<file path="src/rtl/rx_frame_aligner.sv">
// rx_frame_aligner
//   Receive-side frame aligner in the clk_125m domain, placed after the CDC
//   FIFO. It finds the preamble (a run of 0x55 bytes) and the SFD (0xD5),
//   delimits the frame by the in_dv run, and forwards the payload bytes with
//   sof/eof/err markers. Frames longer than MAX_LEN are truncated and
//   flagged. Good and bad frames are counted.
//
//   Ports
//     clk        clk_125m domain clock
//     rst        asynchronous, active-high reset
//     in_dv      byte valid; one contiguous high run is one frame
//     in_dat     received byte
//     out_dv     payload byte valid (single-cycle pulse per byte)
//     out_dat    payload byte
//     out_sof    first payload byte of the frame
//     out_eof    last payload byte of the frame
//     out_err    frame truncated at MAX_LEN (only with out_eof)
//     out_len    payload byte count including the eof byte (only with out_eof)
//     frame_cnt  good frames delivered, saturating
//     err_cnt    rejected or truncated frames, saturating
//
//   Handshake: there is no back-pressure on either side. in_dv qualifies
//   in_dat on every clock. out_dv qualifies out_dat and the markers for
//   exactly one clock. While out_dv is low, out_dat and all markers are 0.
module rx_frame_aligner #(
   parameter int PRE_MIN = 4,
   parameter int MAX_LEN = 1536,
   parameter int CNT_W   = 16
) (
   input  logic             clk,
   input  logic             rst,
   input  logic             in_dv,
   input  logic [7:0]       in_dat,
   output logic             out_dv,
   output logic [7:0]       out_dat,
   output logic             out_sof,
   output logic             out_eof,
   output logic             out_err,
   output logic [CNT_W-1:0] out_len,
   output logic [CNT_W-1:0] frame_cnt,
   output logic [CNT_W-1:0] err_cnt
);

   localparam int PRE_W = $clog2(PRE_MIN + 1);
   localparam logic [PRE_W-1:0] PRE_MIN_C = PRE_W'(PRE_MIN);
   localparam logic [CNT_W-1:0] MAX_LEN_C = CNT_W'(MAX_LEN);
   localparam logic [CNT_W-1:0] CNT_MAX   = '1;
   localparam logic [7:0]       PRE_BYTE  = 8'h55;
   localparam logic [7:0]       SFD_BYTE  = 8'hD5;

   typedef enum logic [1:0] {
      IDLE     = 2'd0,
      PREAMBLE = 2'd1,
      PAYLOAD  = 2'd2,
      DISCARD  = 2'd3
   } state_t;

   state_t state, state_nxt;

   logic [PRE_W-1:0] pre_cnt;
   logic [CNT_W-1:0] len;
   logic [7:0]       hold_dat;
   logic             hold_first;
   logic             hold_vld;

   // Control strobes produced by the output-decode process.
   logic pre_ld, pre_inc, pay_start, cap, hold_clr;
   logic emit, emit_eof, emit_err;
   logic frm_inc, err_inc;

   // State register.
   always_ff @(posedge clk or posedge rst) begin
      if (rst) state <= IDLE;
      else     state <= state_nxt;
   end

   // Next-state logic.
   always_comb begin
      state_nxt = state;
      case (state)
         IDLE: begin
            if (in_dv) state_nxt = (in_dat == PRE_BYTE) ? PREAMBLE : DISCARD;
         end
         PREAMBLE: begin
            if (!in_dv)                                      state_nxt = IDLE;
            else if (in_dat == PRE_BYTE)                     state_nxt = PREAMBLE;
            else if (in_dat == SFD_BYTE && pre_cnt >= PRE_MIN_C) state_nxt = PAYLOAD;
            else                                             state_nxt = DISCARD;
         end
         PAYLOAD: begin
            if (!in_dv)                state_nxt = IDLE;
            else if (len == MAX_LEN_C) state_nxt = DISCARD;
         end
         DISCARD: begin
            if (!in_dv) state_nxt = IDLE;
         end
         default: state_nxt = IDLE;
      endcase
   end

   // Output / datapath control decode.
   always_comb begin
      pre_ld    = 1'b0;
      pre_inc   = 1'b0;
      pay_start = 1'b0;
      cap       = 1'b0;
      hold_clr  = 1'b0;
      emit      = 1'b0;
      emit_eof  = 1'b0;
      emit_err  = 1'b0;
      frm_inc   = 1'b0;
      err_inc   = 1'b0;
      case (state)
         IDLE: begin
            if (in_dv) begin
               if (in_dat == PRE_BYTE) pre_ld  = 1'b1;
               else                    err_inc = 1'b1;
            end
         end
         PREAMBLE: begin
            if (!in_dv)                                          err_inc   = 1'b1;
            else if (in_dat == PRE_BYTE)                         pre_inc   = 1'b1;
            else if (in_dat == SFD_BYTE && pre_cnt >= PRE_MIN_C) pay_start = 1'b1;
            else                                                 err_inc   = 1'b1;
         end
         PAYLOAD: begin
            if (in_dv) begin
               if (len == MAX_LEN_C) begin
                  // Hold carries byte MAX_LEN; close the frame as truncated.
                  emit     = 1'b1;
                  emit_eof = 1'b1;
                  emit_err = 1'b1;
                  err_inc  = 1'b1;
                  hold_clr = 1'b1;
               end else begin
                  cap  = 1'b1;
                  emit = hold_vld;
               end
            end else begin
               hold_clr = 1'b1;
               if (hold_vld) begin
                  emit     = 1'b1;
                  emit_eof = 1'b1;
                  frm_inc  = 1'b1;
               end else begin
                  // SFD directly followed by the gap: empty payload.
                  err_inc = 1'b1;
               end
            end
         end
         default: ;
      endcase
   end

   // Preamble counter, payload length and one-byte hold register.
   always_ff @(posedge clk or posedge rst) begin
      if (rst) begin
         pre_cnt    <= '0;
         len        <= '0;
         hold_dat   <= '0;
         hold_first <= 1'b0;
         hold_vld   <= 1'b0;
      end else begin
         if (pre_ld)                               pre_cnt <= PRE_W'(1);
         else if (pre_inc && pre_cnt != PRE_MIN_C) pre_cnt <= pre_cnt + PRE_W'(1);

         if (pay_start) begin
            len      <= '0;
            hold_vld <= 1'b0;
         end else if (cap) begin
            len        <= len + CNT_W'(1);
            hold_dat   <= in_dat;
            hold_first <= (len == '0);
            hold_vld   <= 1'b1;
         end else if (hold_clr) begin
            hold_vld <= 1'b0;
         end
      end
   end

   // Registered payload outputs and saturating statistics.
   always_ff @(posedge clk or posedge rst) begin
      if (rst) begin
         out_dv    <= 1'b0;
         out_dat   <= '0;
         out_sof   <= 1'b0;
         out_eof   <= 1'b0;
         out_err   <= 1'b0;
         out_len   <= '0;
         frame_cnt <= '0;
         err_cnt   <= '0;
      end else begin
         out_dv  <= emit;
         out_dat <= emit ? hold_dat : 8'h00;
         out_sof <= emit & hold_first;
         out_eof <= emit_eof;
         out_err <= emit_err;
         out_len <= emit_eof ? len : '0;
         if (frm_inc && frame_cnt != CNT_MAX) frame_cnt <= frame_cnt + CNT_W'(1);
         if (err_inc && err_cnt != CNT_MAX)   err_cnt   <= err_cnt + CNT_W'(1);
      end
   end

endmodule

</file>
<file path="config.mk">
export PLATFORM = sky130hd
export DESIGN_NAME = rx_frame_aligner
export DESIGN_NICKNAME = d
export VERILOG_FILES = /design/src/rtl/rx_frame_aligner.sv
export SDC_FILE = /design/constraint.sdc
export NUM_CORES = 1
export LEC_CHECK = 0
export ABC_AREA = 1
export BUFFER_PORTS_ARGS = -buffer_cell sky130_fd_sc_hd__buf_4
export CAP_MARGIN = 20
export CELL_PAD_IN_SITES_DETAIL_PLACEMENT = 2
export CELL_PAD_IN_SITES_GLOBAL_PLACEMENT = 2
export CORE_MARGIN = 5
export CORE_UTILIZATION = 33
export CTS_CLUSTER_SIZE = 14
export DETAILED_ROUTE_END_ITERATION = 10
export PLACE_DENSITY = 0.82
export SYNTH_ARGS = -nofsm -noshare
export SYNTH_HDL_FRONTEND = slang
export SYNTH_SLANG_ARGS = --single-unit
</file>
<file path="constraint.sdc">
create_clock -name clk -period 3.31 [get_ports clk]
set_clock_uncertainty 0.1 [all_clocks]
set_input_delay 0.662 -clock clk [delete_from_list [all_inputs] [get_ports clk]]
set_output_delay 0.662 -clock clk [all_outputs]
set_load 0.02 [all_outputs]
</file>
==> metrics.cfg <==
[run_status]
run_status=complete, no violations

[synthesis]
yosys-mux-area-fraction_pct=0
synth_edf_count=0
post-synth-top-count-cell=sky130_fd_sc_hd__nand2_1
ys_ff_latch=91
ys_async_sr_fraction_pct=100
netlist_instances=559
synth.cells.most_frequent=sky130_fd_sc_hd__nand2_1 (153), sky130_fd_sc_hd__dfrtp_1 (91), sky130_fd_sc_hd__inv_1 (58), sky130_fd_sc_hd__nor2_1 (55), sky130_fd_sc_hd__nand3_1 (49)
synth_xor_xnor_area_share_pct=6.52
synth.area.top_cells=sky130_fd_sc_hd__dfrtp_1 (50%), sky130_fd_sc_hd__nand2_1 (13%), sky130_fd_sc_hd__nand3_1 (5.4%), sky130_fd_sc_hd__xor2_1 (4.8%), sky130_fd_sc_hd__inv_1 (4.8%)
post-synth-top-area-fraction_pct=49.9
combinational_family_with_the_most_area_after_synthesis=simple AND/OR/NAND/NOR gates
synth-compound-area-share_pct=5.92
synth_area_mm2=0.00457
synth-main-ff-cell=sky130_fd_sc_hd__dfrtp_1
simple_gate_area_share_of_the_yosys_netlist_pct=29.3
synth-seq-area-share_pct=49.9
synthesized_area_per_cell_um2=8.17
yosys_warnings=0
post_synth_num_cell_types=30
synth_area_leader_cell=sky130_fd_sc_hd__dfrtp_1
synth-adder-area-share_pct=1.64
synth_fp_nets=576

[cts]
clk_latency_ns=0.35
clockBufferDepth=2
tritoncts=done
tritoncts_num_sinks=91
cts_max_level=3
root_buffer_master=sky130_fd_sc_hd__clkbuf_16
cts-resized-gates=0
tritoncts.num_buffers=9
cts-hold-fix-buffers=0
post_cts.repair.setup_buffers=0
path_clk_slew_ns=0.07

[power_and_ir_drop]
internal_power_mw=2.39
p_leak_nw=2.86
power_density_mw_per_mm2=616
p_clk_share_pct=37.7
p_seq_share_pct=41.5
switching_portion_of_total_power_pct=31.4
p_switching_mw=1.09
pwr-share-comb_pct=20.8
ir_drop_uv=234

[critical_path]
cells_along_the_critical_path=ha_1 > nand3_1 > nor2_1 > nand3_1 > nand2_1 > clkinv_1 > nand2_1 > xnor2_1
setup.worst_path.end_class=flip-flop
slowest_delay_ns=0.44
cp.buffers_inverters=1
critPathRequiredTime_ns=3.49
path_delay_family=simple AND/OR/NAND/NOR gates
critical_path.startpoint_type=flip-flop
path_class=reg2reg
crit_path_max_fanout=13
cpMaxStageDelayCell=sky130_fd_sc_hd__dfrtp_1
timing.critical_path.arrival_ns=2.58

[sta]
timing.slew.headroom_pct=46.0
max_freq_mhz=416
period_share_pct=72.6
transition_at_the_pin_with_the_smallest_max_transition_slack_ns=0.809
finalSetupViolCount=0
finalWorstPathRequiredPeriod_ns=2.40
fin_tns_setup_ns=0
slew_violations=0
grt_setup_unrepaired=false
final_hold_viol_count=0

[placed_design]
detailed_place.area_mm2=0.00528
dp_hpwl_um=10600
gp_congestion=0.808
place.port_buffers=70

[final_layout]
fin_nets=649
area.growth.synth_to_final_pct=23.8
postLayoutCellArea_mm2=0.00565
drive_gt1_share_pct=16.2
final_core_utilization_pct=41.2
antenna_cells=0

[die]
floorplan.die_area_mm2=0.0163
floorplan.io_pins=71
floorplan.die.height_um=128
floorplan.die.width_um=128
row_count=43
placeableCoreArea_mm2=0.0137
floorplan.initialDensity_pct=33.3

[global_routing]
grt_pass1_vias=4679
grt_overflow_total=0
grt.total_usage_pct=18.4
grt_start_max_net_pins=45
number_of_antenna_violations_at_the_first_check_in_global_routing=0
first_pass_grt_wire_length_um=23700

[route]
met1Wirelength_um=6090
detail_route.vias_per_cell=5.03
met2_wirelength_um=7320
postRouteWirelength_um=14100
first_iter_violations=169
top_layer_used=met4
dr_total_vias=4112
detailedRoute.firstPassIterationCount=4
antenna_violating_nets_post_route=0
detailroute.wirelength.met3_um=473
drc_errors=0
wl_per_cell_um=17.3

[min_path]
worstHoldPathType=in2async

[job]
maxCapViolCount=0

-- final timing paths --
check / from / end / slack (ns) / cells after the start
worst max register to register: frame_cnt[1] / frame_cnt[2] / 0.91 / 8
min in group clk: hold_dat[3] / hold_dat[3] / 0.38 / 2
worst min-delay path: rst / err_cnt[11] / 0.34 / 2
max in group asynchronous: rst / len[7] / 2.02 / 3
worst max-delay path: frame_cnt[1] / frame_cnt[2] / 0.91 / 8
worst min register to register: hold_dat[3] / hold_dat[3] / 0.38 / 2
-- logic make-up (layout without fill, tap and decap cells) --
| kind of cell | Yosys count | count (layout) |
|---|---|---|
| xor+xnor | 34 | 34 |
| simple gates | 304 | 304 |
| buf+inv | 73 | 151 |
| compound gates | 51 | 51 |
| flops | 91 | 91 |
| fa+ha+maj | 6 | 6 |
-- worst reg2reg max path: cells and delay by family, from the launching register on --
kind	cells	cell delay [ns]
buf+inv	1	0.41
flops	1	0.44
fa+ha+maj	1	0.24
xor+xnor	1	0.13
simple gates	5	1.02
-- state kept, by name, indices dropped and copies added (netlist names) --
name,cells
err_cnt,16
frame_cnt,16
hold_dat,8
hold_first,1
hold_vld,1
len,16
out_dat,8
out_dv,1
out_eof,1
out_err,1
out_len,16
out_sof,1
pre_cnt,3
state,2
-- placed cells by master (no fill, tap or decap), types with 2 or more instances in the layout --
cell                        netlist  final
sky130_fd_sc_hd__nand2_1        153    153
sky130_fd_sc_hd__dfrtp_1         91     91
sky130_fd_sc_hd__buf_4            2     72
sky130_fd_sc_hd__inv_1           58     57
sky130_fd_sc_hd__nor2_1          55     55
sky130_fd_sc_hd__nand3_1         49     49
sky130_fd_sc_hd__xor2_1          25     25
sky130_fd_sc_hd__o21ai_0         25     25
sky130_fd_sc_hd__a21oi_1         20     20
sky130_fd_sc_hd__nand4_1         17     17
sky130_fd_sc_hd__nor3_1          11     11
sky130_fd_sc_hd__xnor2_1          9      9
sky130_fd_sc_hd__clkbuf_16        0      9
sky130_fd_sc_hd__nand2_2          6      6
sky130_fd_sc_hd__a21boi_0         6      6
sky130_fd_sc_hd__ha_1             6      6
sky130_fd_sc_hd__nand3b_1         4      4
sky130_fd_sc_hd__bufinv_16        0      4
sky130_fd_sc_hd__clkinv_1         2      2
sky130_fd_sc_hd__inv_2            2      2
sky130_fd_sc_hd__nor2_2           2      2
sky130_fd_sc_hd__clkbuf_8         0      2
-- per-stage QoR --
stage / instances / power, mW / hold WS [ns] / worst slack [ns]
CTS: 817 / 3.53 / 0.380 / 0.867
global placement: 801 / 2.15 / 0.367 / 1.00
detailed placement: 801 / 2.21 / 0.371 / 0.881
finish: 817 / 3.48 / 0.343 / 0.905
global route: 817 / 3.68 / 0.425 / 0.654
floorplan: 559 / 1.88 / 0.342 / 0.184
-- per-layer routing --
metal | vias to the layer above | track usage, %
met2 | 67 | 32.4
li1 | 1930 | -
met5 | - | 0
met3 | 17 | 3.26
met1 | 2098 | 22.5
met4 | 0 | 6.55
-- layout make-up --
class                           instances  area (µm²)
Multi-Input combinational cell        395        1980
Inverter                               62         234
Clock buffer                           12         256
Clock inverter                          4         120
Fill cell                            1608        8070
Timing Repair Buffer                   73         561
Tap cell                              180         225
Sequential cell                        91        2280
-- power groups by stage --
stage / clock (mW) / sequential [mW] / combinational, mW
5_1_grt: 1.39 / 1.47 / 0.813
4_1_cts: 1.34 / 1.45 / 0.746
6_report: 1.31 / 1.45 / 0.727
2_1_floorplan: 0 / 1.51 / 0.365
3_5_place_dp: 0 / 1.47 / 0.739
3_3_place_gp: 0 / 1.45 / 0.696
Note: power is estimated with default switching activity, not from simulation.
